### src/rtl/clock_set_controller_pkg.sv
// Shared types and field constants for the clock time chain.
// Mode encoding is also what appears on the mode output.
package clock_ctrl_pkg;

    typedef enum logic [1:0] {
        RUN      = 2'd0,
        SET_MIN  = 2'd1,
        SET_HOUR = 2'd2
    } mode_e;

    localparam int SEC_W  = 6;
    localparam int MIN_W  = 6;
    localparam int HOUR_W = 4;

    localparam logic [SEC_W-1:0] SEC_MAX = 6'd59;
    localparam logic [MIN_W-1:0] MIN_MAX = 6'd59;

    // Next state of the mode ring; the unused code falls back to RUN.
    function automatic logic [1:0] nextMode(input logic [1:0] cur);
        logic [1:0] nxt;
        nxt = RUN;
        case (cur)
            RUN:      nxt = SET_MIN;
            SET_MIN:  nxt = SET_HOUR;
            SET_HOUR: nxt = RUN;
            default:  nxt = RUN;
        endcase
        return nxt;
    endfunction

endpackage

### src/rtl/clock_set_controller_if.sv
// Button inputs and time/display outputs of the clock set controller.
// master = board/button side, slave = controller.
interface clock_set_if;
    import clock_ctrl_pkg::*;

    logic              modeBtn;
    logic              incBtn;
    logic              secondTick;
    logic              minuteTick;
    logic              hourTick;
    logic [SEC_W-1:0]  seconds;
    logic [MIN_W-1:0]  minutes;
    logic [HOUR_W-1:0] hours;
    logic [1:0]        mode;
    logic              blink;

    modport master (
        output modeBtn, incBtn,
        input  secondTick, minuteTick, hourTick, seconds, minutes, hours, mode, blink
    );

    modport slave (
        input  modeBtn, incBtn,
        output secondTick, minuteTick, hourTick, seconds, minutes, hours, mode, blink
    );

endinterface

### src/rtl/clock_set_controller_tick.sv
// Free-running divider producing a 1 Hz tick and a 2 Hz half tick.
// clear restarts the second so the next tick is a full CLK_DIV cycles away.
module tick_prescaler #(
    parameter int CLK_DIV = 100000000
) (
    input  logic clock,
    input  logic resetN,
    input  logic clear,
    output logic tickPulse,
    output logic halfPulse
);

    localparam int CNT_W = $clog2(CLK_DIV);
    localparam logic [CNT_W-1:0] LAST = CNT_W'(CLK_DIV - 1);
    localparam logic [CNT_W-1:0] HALF = CNT_W'(CLK_DIV / 2 - 1);

    logic [CNT_W-1:0] count;

    always_ff @(posedge clock) begin
        if (!resetN || clear) begin
            count <= '0;
        end else if (count == LAST) begin
            count <= '0;
        end else begin
            count <= count + 1'b1;
        end
    end

    assign tickPulse = (count == LAST);
    assign halfPulse = (count == HALF) || (count == LAST);

endmodule

### src/rtl/clock_set_controller.sv
// Time-chain sequencer: 1 Hz seconds/minutes/hours with carry, plus a
// two-button mode FSM for setting minutes and hours.
//
// state    | meaning
// ST_RUN   | time advances on each 1 Hz tick, tick pulses issued
// ST_SETM  | seconds held at 0, incBtn bumps minutes (no carry), field blinks
// ST_SETH  | incBtn bumps hours, field blinks
module clock_set_controller
    import clock_ctrl_pkg::*;
#(
    parameter int CLK_DIV  = 100000000,
    parameter int HOUR_MAX = 11
) (
    input  logic        clock,
    input  logic        resetN,
    clock_set_if.slave  bus
);

    localparam logic [1:0] ST_RUN  = RUN;
    localparam logic [1:0] ST_SETM = SET_MIN;
    localparam logic [1:0] ST_SETH = SET_HOUR;

    localparam logic [HOUR_W-1:0] HOUR_LAST = HOUR_W'(HOUR_MAX);

    logic [1:0]        modeQ;
    logic [1:0]        modeNext;
    logic [SEC_W-1:0]  secQ;
    logic [MIN_W-1:0]  minQ;
    logic [HOUR_W-1:0] hourQ;
    logic              secTickQ;
    logic              minTickQ;
    logic              hourTickQ;
    logic              blinkQ;

    logic tickPulse;
    logic halfPulse;
    logic prescClear;
    logic runTick;
    logic secWrap;
    logic minWrap;
    logic hourWrap;

    assign modeNext = nextMode(modeQ);
    assign runTick  = (modeQ == ST_RUN) && tickPulse;
    assign secWrap  = (secQ == SEC_MAX);
    assign minWrap  = (minQ == MIN_MAX);
    assign hourWrap = (hourQ == HOUR_LAST);

    // Restart the second on entering SET_MIN and on returning to RUN.
    assign prescClear = bus.modeBtn && (modeQ != ST_SETM);

    tick_prescaler #(
        .CLK_DIV (CLK_DIV)
    ) uPrescaler (
        .clock     (clock),
        .resetN    (resetN),
        .clear     (prescClear),
        .tickPulse (tickPulse),
        .halfPulse (halfPulse)
    );

    always_ff @(posedge clock) begin
        if (!resetN) begin
            modeQ     <= ST_RUN;
            secQ      <= '0;
            minQ      <= '0;
            hourQ     <= '0;
            secTickQ  <= 1'b0;
            minTickQ  <= 1'b0;
            hourTickQ <= 1'b0;
            blinkQ    <= 1'b0;
        end else begin
            secTickQ  <= 1'b0;
            minTickQ  <= 1'b0;
            hourTickQ <= 1'b0;

            if (runTick) begin
                secTickQ <= 1'b1;
                secQ     <= secWrap ? '0 : secQ + 1'b1;
                if (secWrap) begin
                    minTickQ <= 1'b1;
                    minQ     <= minWrap ? '0 : minQ + 1'b1;
                    if (minWrap) begin
                        hourTickQ <= 1'b1;
                        hourQ     <= hourWrap ? '0 : hourQ + 1'b1;
                    end
                end
            end

            // A tick coinciding with entry to SET_MIN still carries, but seconds end at 0.
            if (bus.modeBtn) begin
                modeQ  <= modeNext;
                blinkQ <= 1'b0;
                if (modeNext == ST_SETM) begin
                    secQ <= '0;
                end
            end else begin
                case (modeQ)
                    ST_SETM: begin
                        if (bus.incBtn) begin
                            minQ <= minWrap ? '0 : minQ + 1'b1;
                        end
                        if (halfPulse) begin
                            blinkQ <= ~blinkQ;
                        end
                    end
                    ST_SETH: begin
                        if (bus.incBtn) begin
                            hourQ <= hourWrap ? '0 : hourQ + 1'b1;
                        end
                        if (halfPulse) begin
                            blinkQ <= ~blinkQ;
                        end
                    end
                    default: begin
                        blinkQ <= 1'b0;
                    end
                endcase
            end
        end
    end

    assign bus.secondTick = secTickQ;
    assign bus.minuteTick = minTickQ;
    assign bus.hourTick   = hourTickQ;
    assign bus.seconds    = secQ;
    assign bus.minutes    = minQ;
    assign bus.hours      = hourQ;
    assign bus.mode       = modeQ;
    assign bus.blink      = blinkQ;

endmodule
### src/flat_wrapper.sv
// flat-port wrapper written by rule: the top's interface ports become plain ports
module clock_set_controller_flat import clock_ctrl_pkg::*;
#(
    parameter int CLK_DIV  = 100000000,
    parameter int HOUR_MAX = 11
)
  (clock, resetN, bus_modeBtn, bus_incBtn, bus_secondTick, bus_minuteTick, bus_hourTick, bus_seconds, bus_minutes, bus_hours, bus_mode, bus_blink);
  clock_set_if bus_i ();
  input  logic clock;
  input  logic resetN;
  input wire logic [$bits(bus_i.modeBtn)-1:0] bus_modeBtn;
  input wire logic [$bits(bus_i.incBtn)-1:0] bus_incBtn;
  output wire logic [$bits(bus_i.secondTick)-1:0] bus_secondTick;
  output wire logic [$bits(bus_i.minuteTick)-1:0] bus_minuteTick;
  output wire logic [$bits(bus_i.hourTick)-1:0] bus_hourTick;
  output wire logic [$bits(bus_i.seconds)-1:0] bus_seconds;
  output wire logic [$bits(bus_i.minutes)-1:0] bus_minutes;
  output wire logic [$bits(bus_i.hours)-1:0] bus_hours;
  output wire logic [$bits(bus_i.mode)-1:0] bus_mode;
  output wire logic [$bits(bus_i.blink)-1:0] bus_blink;
  assign bus_i.modeBtn = bus_modeBtn;
  assign bus_i.incBtn = bus_incBtn;
  assign bus_secondTick = bus_i.secondTick;
  assign bus_minuteTick = bus_i.minuteTick;
  assign bus_hourTick = bus_i.hourTick;
  assign bus_seconds = bus_i.seconds;
  assign bus_minutes = bus_i.minutes;
  assign bus_hours = bus_i.hours;
  assign bus_mode = bus_i.mode;
  assign bus_blink = bus_i.blink;
  clock_set_controller #(.CLK_DIV(CLK_DIV), .HOUR_MAX(HOUR_MAX)) u_core (.clock(clock), .resetN(resetN), .bus(bus_i));
endmodule
### config.mk
export PLATFORM = sky130hd
export DESIGN_NAME = clock_set_controller_flat
export DESIGN_NICKNAME = d
export VERILOG_FILES = /design/src/rtl/clock_set_controller_pkg.sv /design/src/rtl/clock_set_controller_if.sv /design/src/rtl/clock_set_controller_tick.sv /design/src/rtl/clock_set_controller.sv /design/src/flat_wrapper.sv
export SDC_FILE = /design/constraint.sdc
export NUM_CORES = 1
export LEC_CHECK = 0
export BUFFER_PORTS_ARGS = -buffer_cell sky130_fd_sc_hd__buf_2
export CORE_ASPECT_RATIO = 0.8
export CORE_UTILIZATION = 60
export DETAILED_ROUTE_END_ITERATION = 6
export GPL_TIMING_DRIVEN = 1
export PLACE_DENSITY = 0.88
export SYNTH_ARGS = -nofsm -noshare
export SYNTH_HDL_FRONTEND = slang
export SYNTH_HIERARCHICAL = 1
export SYNTH_SLANG_ARGS = --single-unit
### constraint.sdc
create_clock -name clock -period 3.72 [get_ports clock]
set_input_delay 0.558 -clock clock [delete_from_list [all_inputs] [get_ports clock]]
set_output_delay 0.558 -clock clock [all_outputs]
set_load 0.03 [all_outputs]
==> flow_summary.toml <==
[outcome]
status = "finished clean"

[critical_path]
crit_slowest_cell = "or4_4"
cp.required_ns = 3.90
max_stage_delay_ns = 0.57
path_max_fanout = 7
crit_arrival_ns = 2.98
crit_type = "flop to flop"
startpoint_type = "flop"
crit_chain = "and3_1, nand2_1, nor4_1, nor2b_1, nand3_2, or4_4, a21oi_2, o221ai_1"
crit_buf_inv = 0
endpoint_kind = "flop"
path_delay_family = "simple AND/OR/NAND/NOR gates"

[cts]
cts.clk_slew.worst_paths_ns = 0.09
clock_latency_ns = 0.30
cts_buffers = 5
cts.sinks = 49
hold_buffers = 0
htree_num_levels = 2
cts_tree = "done"
post-cts-setup-buffers = 0
ctsResizeCount = 0
ctsRootBufferMaster = "clkbuf_8"
cts_buffer_depth = 2

[grt]
grt_overflow = 0
met1_usage = 0.340
antenna_found_initial = 0
met2_usage = 0.394
grt-busiest-layer = "met2"
grt_usage = 0.252
grt_pass1_wl_mm = 8.21
met3_usage = 0.0531
grt_max_degree = 20
grt_pass1_vias = 1812

[timing]
fin_crit_sh = 0.755
setup_viol = 0
fin_hold_ws_ns = 0.468
fin_skew_ns = 0.00780
tns_ns = 0
drv_slew = 0
rsz0062_at_grt = "no"
fin_ws_ns = 0.913
fmax_mhz = 356
min_period_ns = 2.81
tightest_slew_ns = 0.524
final-hold-violation-count = 0
relSlewSlack = 0.650

[placement]
dpl_cell_area_um2 = 2570
dpl.hpwl_mm = 3.51
io_buffers = 25
gp_congestion = 0.811
pre_cts_slack_ns = 0.951

[route]
vias_per_cell = 5.68
dr.pass1.iters = 4
ant_nets = 0
vias = 2043
drc = 0
wl_mm = 4.94
wl_per_cell_um = 13.7
first_iter_violations = 123

[final_layout]
antenna_cells = 0
multi_input_area_um2 = 1360
seqCellArea_um2 = 981
drive_gt1_frac = 0.157
fin_area_um2 = 2680
final_nets = 316
fin_util = 0.706
areaGrowthSynthToFinish_pct = 11.8
fillers = 317

[pwr]
power_switching_share = 0.210
p_int_uw = 759
p_comb_frac = 0.042
seqPwrFrac = 0.554
power_leakage_nw = 0.987
clockPowerShare = 0.404
ir_worst_vdd_mv = 0.292
p_sw_uw = 201
p_per_area_nw_per_um2 = 358

[yosys]
ys_types = 50
synth-warning-count = 6
ys_seq_area_frac = 0.409
syn_area_um2 = 2400
synth_fp_nets = 290
ys_ff_latch = 49
syn_avg_cell_area_um2 = 8.64
synthCells = 278

[die]
dieArea_um2 = 4260
die_y_um = 58.6
start_util = 0.631
die_x_um = 72.7
design.core.area_um2 = 3800
rows = 20
io_pins = 26

[run]
maxCapViolations = 0

[min_path]
min_path_type = "flop to flop"
cell usage after synthesis, drive strengths merged:
| cell type | number | share of area |
|---|---|---|
| a21oi | 13 | 0.029 |
| a211oi | 2 | 0.0063 |
| nand3b | 3 | 0.0094 |
| inv | 8 | 0.013 |
| o21ai | 7 | 0.021 |
| nor3b | 2 | 0.0063 |
| a21boi | 1 | 0.0031 |
| dfxtp | 49 | 0.41 |
| nand4 | 8 | 0.021 |
| and3 | 5 | 0.014 |
| buf | 2 | 0.0068 |
| a31oi | 3 | 0.0078 |
| nor2b | 3 | 0.0078 |
| a311oi | 1 | 0.0036 |
| and2 | 1 | 0.0026 |
| nor3 | 12 | 0.025 |
| xnor2 | 15 | 0.055 |
| o211ai | 3 | 0.0094 |
| o221ai | 1 | 0.0036 |
| or4 | 3 | 0.013 |
| nor4 | 7 | 0.023 |
| nand2b | 2 | 0.0052 |
| o21a | 2 | 0.0063 |
| o2111ai | 1 | 0.0036 |
| and3b | 1 | 0.0036 |
| or2 | 4 | 0.010 |
| ha | 8 | 0.042 |
| mux2i | 2 | 0.0083 |
| or3 | 4 | 0.010 |
| clkbuf | 5 | 0.0078 |
| nand4b | 2 | 0.014 |
| nor4b | 1 | 0.0036 |
| nand3 | 20 | 0.044 |
| and4 | 1 | 0.0036 |
| o211a | 1 | 0.0042 |
| nand2 | 24 | 0.038 |
| nor2 | 38 | 0.059 |
| a32oi | 1 | 0.0036 |
| xor2 | 11 | 0.040 |
| or4b | 1 | 0.0057 |
through the flow:
stage | power [mW] | std cells
2_1_floorplan | 0.573 | 278
3_3_place_gp | 0.583 | 352
3_5_place_dp | 0.584 | 352
4_1_cts | 0.967 | 360
5_1_grt | 0.993 | 360
6_report | 0.960 | 360
power by group through the flow:
stage               logic [mW]  registers, mW  clock network, mW
floorplan               0.0260          0.547                  0
global placement        0.0393          0.544                  0
detailed placement      0.0403          0.544                  0
CTS                     0.0405          0.532              0.395
global route            0.0451          0.532              0.416
finish                  0.0408          0.531              0.388
path summary, 6_finish.rpt:
path / slack [ns] / startpoint / to / cells after the start
max: 0.91 / u_core/uPrescaler/count[14]$_SDFF_PP0_ / u_core/bus.hours[3]$_SDFF_PN0_ / 8
min: 0.47 / u_core/uPrescaler/count[0]$_SDFF_PP0_ / u_core/uPrescaler/count[0]$_SDFF_PP0_ / 1
max reg2reg: 0.91 / u_core/uPrescaler/count[14]$_SDFF_PP0_ / u_core/bus.hours[3]$_SDFF_PN0_ / 8
min reg2reg: 0.47 / u_core/uPrescaler/count[0]$_SDFF_PP0_ / u_core/uPrescaler/count[0]$_SDFF_PP0_ / 1
sequential cells by signal, summed over array words and instances, names as in the netlist:
signal,cells
u_core/bus.seconds,6
u_core/bus.minuteTick,1
u_core/bus.secondTick,1
u_core/bus.blink,1
u_core/uPrescaler/count,27
u_core/bus.hours,4
u_core/bus.minutes,6
u_core/bus.mode,2
u_core/bus.hourTick,1
layout by cell type (no fill, tap or decap), drive strengths merged, types with 5 or more instances in the layout:
cell    instances
nor2           38
nor4            7
buf            26
xnor2          15
nor3           12
nand4           8
dfxtp          49
nand2          24
xor2           11
ha              8
nand3          20
o21ai           7
a21oi          13
and3            5
clkbuf          7
inv             8
kinds of logic (layout without fill, tap and decap cells):
| group | Yosys count | in the layout | share of synthesized area |
|---|---|---|---|
| mux | 2 | 2 | 0.00834 |
| buf+inv | 15 | 42 | 0.0271 |
| fa+ha+maj | 8 | 8 | 0.0417 |
| compound gates | 36 | 36 | 0.101 |
| flops | 49 | 49 | 0.409 |
| xor+xnor | 26 | 26 | 0.0948 |
| simple gates | 142 | 142 | 0.318 |
per-layer routing:
layer	up-vias	routed length, um
li1	1033	-
met1	930	2330
met2	69	2250
met3	11	266
met4	0	93
met5	-	0
cell type report:
class	instances	area share
clock inverters	1	0.0112
clock buffers	7	0.0322
repair buffers	26	0.0494
multi-input cells	214	0.505
inverters	8	0.0112
well taps	55	0.0256
flip-flops and latches	49	0.366
(Power assumes the default switching activity.)
